<file path="src/rtl/lsu_pkg.sv">
// Shared types and constants for the load/store sequencing controller.
package lsu_pkg;

   typedef enum logic [1:0] {IDLE, ISSUE, RESP} lsu_state_e;

   localparam logic [1:0] SZ_BYTE = 2'b00;
   localparam logic [1:0] SZ_HALF = 2'b01;
   localparam logic [1:0] SZ_WORD = 2'b10;

   localparam logic [1:0] EXT_ZERO16 = 2'b00;
   localparam logic [1:0] EXT_ZERO8  = 2'b01;
   localparam logic [1:0] EXT_SIGN16 = 2'b10;
   localparam logic [1:0] EXT_SIGN8  = 2'b11;

   localparam int unsigned CNT_W = 8;

   // Size 11 is never legal; half and word need natural alignment.
   function automatic logic is_legal(logic [1:0] size, logic [1:0] off);
      case (size)
         SZ_BYTE: is_legal = 1'b1;
         SZ_HALF: is_legal = ~off[0];
         SZ_WORD: is_legal = (off == 2'b00);
         default: is_legal = 1'b0;
      endcase
   endfunction

endpackage

</file>
<file path="src/rtl/extend_data.sv">
// Zero/sign extension of an 8- or 16-bit value to 32 bits.
module extend_data
   import lsu_pkg::*;
(
   input  logic [15:0] init_data,
   input  logic [1:0]  ext_data_val,
   output logic [31:0] extended_data
);

   always_comb begin
      extended_data = 32'h0;
      case (ext_data_val)
         EXT_ZERO16: extended_data = {16'h0, init_data};
         EXT_ZERO8:  extended_data = {24'h0, init_data[7:0]};
         EXT_SIGN16: extended_data = {{16{init_data[15]}}, init_data};
         EXT_SIGN8:  extended_data = {{24{init_data[7]}}, init_data[7:0]};
         default:    extended_data = 32'h0;
      endcase
   end

endmodule

</file>
<file path="src/rtl/lsu_ctrl.sv">
// Load/store sequencer: alignment check, req/ack bus access with lane masks,
// load extraction/extension, registered one-cycle response and access timeout.
module lsu_ctrl
   import lsu_pkg::*;
#(
   parameter int unsigned TIMEOUT = 255
) (
   input  logic        clk,
   input  logic        rst,
   input  logic        req_valid,
   output logic        req_ready,
   input  logic        req_we,
   input  logic [1:0]  req_size,
   input  logic        req_unsigned,
   input  logic [31:0] req_addr,
   input  logic [31:0] req_wdata,
   output logic        rsp_valid,
   output logic [31:0] rsp_rdata,
   output logic        rsp_err,
   output logic        mem_req,
   output logic        mem_we,
   output logic [31:0] mem_addr,
   output logic [31:0] mem_wdata,
   output logic [3:0]  mem_bmask,
   input  logic        mem_ack,
   input  logic [31:0] mem_rdata
);

   localparam logic [CNT_W-1:0] TO_LAST = CNT_W'(TIMEOUT - 1);

   lsu_state_e       state_q, state_d;
   logic             we_q, uns_q;
   logic [1:0]       size_q, off_q;
   logic [CNT_W-1:0] cnt_q;

   logic        accept, legal, to_hit;
   logic [31:0] wdata_rep;
   logic [3:0]  bmask;
   logic [15:0] lane;
   logic [1:0]  ext_mode;
   logic [31:0] ext_out, load_data;

   assign accept = req_valid & req_ready;
   assign legal  = is_legal(req_size, req_addr[1:0]);
   // An ack in the final counted cycle takes priority over the timeout.
   assign to_hit = (state_q == ISSUE) & ~mem_ack & (cnt_q == TO_LAST);

   always_ff @(posedge clk) begin
      if (rst) state_q <= IDLE;
      else     state_q <= state_d;
   end

   always_comb begin
      state_d = state_q;
      case (state_q)
         IDLE:    if (accept) state_d = legal ? ISSUE : RESP;
         ISSUE:   if (mem_ack || to_hit) state_d = RESP;
         RESP:    state_d = IDLE;
         default: state_d = IDLE;
      endcase
   end

   always_comb begin
      req_ready = (state_q == IDLE) & ~rst;
      case (req_size)
         SZ_BYTE: begin
            wdata_rep = {4{req_wdata[7:0]}};
            bmask     = 4'b0001 << req_addr[1:0];
         end
         SZ_HALF: begin
            wdata_rep = {2{req_wdata[15:0]}};
            bmask     = 4'b0011 << {req_addr[1], 1'b0};
         end
         default: begin
            wdata_rep = req_wdata;
            bmask     = 4'b1111;
         end
      endcase
      case (off_q)
         2'd0:    lane = mem_rdata[15:0];
         2'd1:    lane = mem_rdata[23:8];
         2'd2:    lane = mem_rdata[31:16];
         default: lane = {8'h00, mem_rdata[31:24]};
      endcase
      if (size_q == SZ_HALF) ext_mode = uns_q ? EXT_ZERO16 : EXT_SIGN16;
      else                   ext_mode = uns_q ? EXT_ZERO8  : EXT_SIGN8;
      load_data = (size_q == SZ_WORD) ? mem_rdata : ext_out;
   end

   extend_data u_extend_data (
      .init_data     (lane),
      .ext_data_val  (ext_mode),
      .extended_data (ext_out)
   );

   always_ff @(posedge clk) begin
      if (rst) begin
         we_q      <= 1'b0;
         uns_q     <= 1'b0;
         size_q    <= 2'b00;
         off_q     <= 2'b00;
         cnt_q     <= '0;
         mem_req   <= 1'b0;
         mem_we    <= 1'b0;
         mem_addr  <= 32'h0;
         mem_wdata <= 32'h0;
         mem_bmask <= 4'h0;
         rsp_valid <= 1'b0;
         rsp_rdata <= 32'h0;
         rsp_err   <= 1'b0;
      end else begin
         rsp_valid <= 1'b0;
         rsp_rdata <= 32'h0;
         rsp_err   <= 1'b0;
         case (state_q)
            IDLE: begin
               if (accept) begin
                  we_q   <= req_we;
                  uns_q  <= req_unsigned;
                  size_q <= req_size;
                  off_q  <= req_addr[1:0];
                  cnt_q  <= '0;
                  if (legal) begin
                     mem_req   <= 1'b1;
                     mem_we    <= req_we;
                     mem_addr  <= {req_addr[31:2], 2'b00};
                     mem_wdata <= wdata_rep;
                     mem_bmask <= bmask;
                  end else begin
                     rsp_valid <= 1'b1;
                     rsp_err   <= 1'b1;
                  end
               end
            end
            ISSUE: begin
               cnt_q <= cnt_q + 1'b1;
               if (mem_ack) begin
                  mem_req   <= 1'b0;
                  rsp_valid <= 1'b1;
                  rsp_rdata <= we_q ? 32'h0 : load_data;
               end else if (to_hit) begin
                  mem_req   <= 1'b0;
                  rsp_valid <= 1'b1;
                  rsp_err   <= 1'b1;
               end
            end
            default: ;
         endcase
      end
   end

endmodule

</file>
<file path="config.mk">
export PLATFORM = sky130hd
export DESIGN_NAME = lsu_ctrl
export DESIGN_NICKNAME = d
export VERILOG_FILES = /design/src/rtl/lsu_pkg.sv /design/src/rtl/extend_data.sv /design/src/rtl/lsu_ctrl.sv
export SDC_FILE = /design/constraint.sdc
export NUM_CORES = 1
export LEC_CHECK = 0
export BUFFER_PORTS_ARGS = -buffer_cell sky130_fd_sc_hd__buf_2
export CAP_MARGIN = 20
export CORE_ASPECT_RATIO = 1.75
export CORE_MARGIN = 2
export CORE_UTILIZATION = 53
export DETAILED_ROUTE_END_ITERATION = 7
export PLACE_DENSITY_LB_ADDON = 0.05
export SLEW_MARGIN = 10
export SYNTH_ARGS = -nofsm -noshare
export SYNTH_HDL_FRONTEND = slang
export SYNTH_HIERARCHICAL = 1
export SYNTH_SLANG_ARGS = --single-unit
</file>
<file path="constraint.sdc">
create_clock -name clk -period 3.93 [get_ports clk]
set_input_delay 0.9825 -clock clk [delete_from_list [all_inputs] [get_ports clk]]
set_output_delay 0.9825 -clock clk [all_outputs]
set_load 0.005 [all_outputs]
</file>
### Word level (Yosys, flattened, before mapping)

Index checks and enable logic that the tools add are counted.

| operators by class | value |
|---|---|
| add/sub/neg operators | 1 |
| equal/unequal tests | 15 |
| shifts and indexed selects | 2 |
| muxes and demuxes | 27 |
| bitwise gates (word level) | 8 |
| reductions and logical operators | 13 |

Operators by type and width:

| operator | count |
|---|---|
| $pmux W32 S4 | 1 |
| $pmux W32 S2 | 1 |
| $pmux W16 S3 | 1 |
| $mux W32 | 1 |
| $pmux W8 S2 | 1 |
| $mux W2 | 6 |
| $eq A2 B1 Y1 const B | 5 |
| $eq A2 B2 Y1 const B | 5 |
| $logic_not A2 Y1 | 5 |
| $mux W1 | 9 |
| $add A8 B1 Y8 const B | 1 |
| $eq A8 B8 Y1 const B | 1 |
| $mux W8 | 1 |
| $pmux W4 S2 | 1 |
| $pmux W1 S2 | 3 |
| $reduce_and A2 Y1 | 3 |
| $and A1 B1 Y1 | 4 |
| $ne A2 B2 Y1 const B | 2 |
| $not A1 Y1 | 4 |
| $pmux W2 S2 | 1 |
| $reduce_and A4 Y1 | 1 |
| $reduce_or A4 Y1 | 1 |
| $shl A1 B2 Y4 const A | 1 |
| $shl A2 B2 Y4 const A | 1 |
| 6 further kinds | 6 |

| word-level totals | value |
|---|---|
| register bits after elaboration | 118 |
| output and inout bits | 105 |
| logic and storage cells | 80 |

### Depth between registers and ports, before layout

| logic depth | value |
|---|---|
| depth after elaboration | 6 |
| gate-level depth with buffers | 10 |
| depth with buffers taken out | 7 |

### Hierarchy

Netlist, hierarchy kept.

Modules (own cells, without submodules):

| module | instances | cells an instance | area each (sq um) | seq. area each (sq um) |
|---|---|---|---|---|
| lsu_ctrl | 1 | 603 | 5009.8 | 2362.3 |
| extend_data | 1 | 43 | 295.3 | 0.0 |

### Worst setup path after synthesis

No wires, ideal clock.

| timing path | value |
|---|---|
| path type | input-to-output |
| start point | input port rst |
| end point | output port req_ready |
| data arrival time | 1.656 ns |
| required time | 2.947 ns |
| path slack | 1.291 ns |
| cell stages on the path | 3 |
| buffers on the path | 2 |
| cell sequence | clkbuf_1 -> buf_1 -> nor3_1 |

| on the way | value |
|---|---|
| word-level cells in the longest chain between the ends | 2 |

Ends and longest elaborated chain:

| what | line | RTL |
|---|---|---|
| start, declared | lsu_ctrl.sv:9 | `input logic rst,` |
| $not A1 Y1 | lsu_ctrl.sv:64 | `req_ready = (state_q == IDLE) & ~rst;` |
| $and A1 B1 Y1 | lsu_ctrl.sv:64 |  |
| end, declared | lsu_ctrl.sv:11 | `output logic req_ready,` |

Every way passes these cells.

### Worst setup path after layout

| timing path | value |
|---|---|
| start point | register off_q[1] |
| end point | register rsp_rdata[22] |

| on the way | value |
|---|---|
| word-level cells in the longest chain between the ends | 4 |

Ends and longest elaborated chain:

| what | line | RTL |
|---|---|---|
| start, declared | lsu_ctrl.sv:33 | `logic [1:0] size_q, off_q;` |
| start signal, assigned | lsu_ctrl.sv:121 | `off_q <= req_addr[1:0];` |
| $eq A2 B2 Y1, or another cell as far along | lsu_ctrl.sv:79 | `case (off_q)` |
| $pmux W16 S3 * | lsu_ctrl.sv:79 |  |
| via lane[15] | lsu_ctrl.sv:39 | `logic [15:0] lane;` |
| $pmux W32 S4 * | extend_data.sv:12 | `case (ext_data_val)` |
| $mux W32 * | lsu_ctrl.sv:87 | `load_data = (size_q == SZ_WORD) ? mem_rdata : ext_out;` |
| end signal, assigned | lsu_ctrl.sv:140 | `rsp_rdata <= we_q ? 32'h0 : load_data;` |
| end, declared | lsu_ctrl.sv:18 | `output logic [31:0] rsp_rdata,` |

Mark *: on every way through the listed nets, which the timed path passes. The rest lies on a longest branch. The select of a mux whose other input is x is not followed.
A chain may end at the register's enable or synchronous reset.

==> flow_summary.yaml <==
clock_network:
  insertion_delay_ps: 410
  root_buffer: "clkbuf_16"
  cts_setup_buffers: 0
  clockBufferDepth: 2
  clock_sink_count: 118
  cts_resized: 0
  cts_tree: "built"
  htreeDepth: 4
  clk_pin_slew_ps: 60
  cts-hold-fix-buffers: 0
  cts_buffers: 17
detailed_routing:
  wirelength_um: 14500
  met1Wirelength_um: 5270
  wl_per_cell_um: 15.2
  postRouteAntennaNets: 0
  top_layer: "met4"
  dr_wl_met3_um: 1170
  drt_iter0_drc: 210
  dr_wl_met2_um: 7440
  drc: 0
  drt_pass1_iterations: 4
  vias_per_cell: 5.30
  routed-via-count: 5040
synthesis:
  ys.warnings.count: 6
  ys_ff_latch: 118
  synth-edff-count: 0
  synth_ff_type: "dfxtp_1"
  syn_avg_cell_area_um2: 8.21
  synth_cell_type_count: 43
  syn_inst: 646
  synthArstFlopShare_pct: 0
  synth-seq-area-share_pct: 44.5
  netlist_area_mm2: 0.00531
critical_path:
  required_ps: 4250
  end_kind: "register"
  critPathKind: "reg -> reg"
  start_kind: "register"
  cp_max_fo: 18
  worstPathArrival_ps: 3140
sta:
  hold_viol_final: 0
  worst_pin_slew_ps: 1040
  finalMaxSlewViolations: 0
  clock.fmax_mhz: 355
  fin_crit_sh_pct: 71.6
  fin_skew_ps: 7.45
  rsz0062_at_grt: "no"
  period_minus_slack_ps: 2810
  slew_headroom_pct: 30.8
  fin_ws_ps: 1120
  finalSetupViolCount: 0
  hold_ws_ps: 453
  setup_tns_ps: 0
placed_design:
  dpl_worst_slack_ps: 1020
  dp_hpwl_um: 10300
  io_buffer_count: 206
  place.gp.congestion: 0.853
global_routing:
  first_global_vias: 4885
  grt_overflow: 0
  grt_pass1_wl_um: 22800
  antenna_found_initial: 3
  grtUsageTotal_pct: 26.9
  grt_max_degree: 73
final_layout:
  syn2layout_area_growth_pct: 28.0
  nets: 916
  drive_gt1_share_pct: 32.7
  layout_common_cells: "206 x buf_2, 182 x nand2_1, 118 x dfxtp_1"
  final_common_cell: "buf_2"
  utilization_pct: 69.4
die:
  std_cell_rows: 48
  coreArea_mm2: 0.00979
  die_h_um: 136
  chipWidth_um: 79.6
  io-pin-count: 209
  die_area_mm2: 0.0109
  initial_core_util_pct: 54.2
pwr:
  pwr-share-clk_pct: 48.2
  seqPwrFrac_pct: 40.0
  ir_drop_mv: 0.448
  p_leak_nw: 3.07
  power.switching_uw: 791
  p_per_area_mw_per_mm2: 466
  combPwrFrac_pct: 11.8
  switching_share_pct: 25.0
  p_int_mw: 2.38
run_status:
  status: "completed"
flow_run:
  max_cap_violations: 0
worst_hold_path:
  hold_path_class: "reg -> reg"
-- critical path, cell delays in order, from the launching register on --
cell and delay, ps:
dfxtp_1 720, nor2b_1 590, nand2_1 110, o21ai_0 160, nand2b_4 80, a21boi_2 660, nand2_1 170, a21oi_1 210
-- kinds of logic (layout without fill, tap and decap cells) --
logic type      count (synthesis)  after routing  synth area share [%]
simple gates                  249            249                  20.0
fa+ha+maj                       2              2                 0.472
other cells                     1              5                0.0707
xor+xnor                        4              4                 0.660
compound gates                151            151                  16.3
mux                            40             40                  9.43
flops                         118            118                  44.5
buf+inv                        81            257                  8.58
-- routing by layer --
layer	GRT usage, %	vias up
met3	7.17	38
met2	45.9	238
met5	0	-
met4	16.1	0
met1	29.3	2291
li1	-	2473
-- sequential cells by signal (all words and copies together), names as in the netlist --
signal     count
mem_bmask      4
state_q        2
mem_wdata     32
mem_we         1
mem_addr      30
mem_req        1
size_q         2
rsp_err        1
rsp_rdata     32
rsp_valid      1
we_q           1
uns_q          1
off_q          2
cnt_q          8
-- cells in the mapped netlist (5+ instances only) --
| library cell | count | area (um^2) |
|---|---|---|
| nand2_1 | 182 | 683 |
| mux4_2 | 8 | 180 |
| a211oi_1 | 15 | 113 |
| a211oi_2 | 5 | 62.6 |
| mux2i_1 | 32 | 320 |
| clkbuf_1 | 26 | 97.6 |
| buf_4 | 32 | 240 |
| buf_2 | 7 | 35.0 |
| nand2b_1 | 10 | 62.6 |
| o21ai_0 | 33 | 165 |
| dfxtp_1 | 118 | 2360 |
| inv_1 | 10 | 37.5 |
| a21oi_1 | 86 | 430 |
| nor2_1 | 34 | 128 |
-- cell type report --
cell class,instances,area (um^2)
fill,821,3000
multi-input combinational,448,2510
sequential,118,2360
timing repair buffer,215,1130
clock buffer,20,467
tap,125,156
clock inverter,12,126
inverter,10,37.5
antenna,3,7.51
-- power groups by stage --
stage | Clock, mW | Sequential, mW | Combinational (mW)
2_1_floorplan | 0 | 1.28 | 0.284
3_3_place_gp | 0 | 1.29 | 0.357
3_5_place_dp | 0 | 1.29 | 0.367
4_1_cts | 1.55 | 1.27 | 0.371
5_1_grt | 1.60 | 1.27 | 0.415
6_report | 1.53 | 1.27 | 0.374
-- metrics by stage --
step	instances	total power [mW]	instance area (um^2)
floorplan	647	1.57	5310
CTS	947	3.19	6770
global route	951	3.29	6790
global placement	914	1.65	6160
detailed placement	915	1.66	6170
finish	951	3.17	6790
-- final timing paths --
kind	startpoint	endpoint	slack, ps	cells past startpoint
worst min register to register	mem_addr[5]$_SDFFE_PP0P_	mem_addr[5]$_SDFFE_PP0P_	450	2
worst min-delay path	mem_addr[5]$_SDFFE_PP0P_	mem_addr[5]$_SDFFE_PP0P_	450	2
worst max-delay path	off_q[1]$_SDFFE_PP0P_	rsp_rdata[22]$_SDFF_PP0_	1120	7
worst max register to register	off_q[1]$_SDFFE_PP0P_	rsp_rdata[22]$_SDFF_PP0_	1120	7
Power figures use the tool's default switching activity.
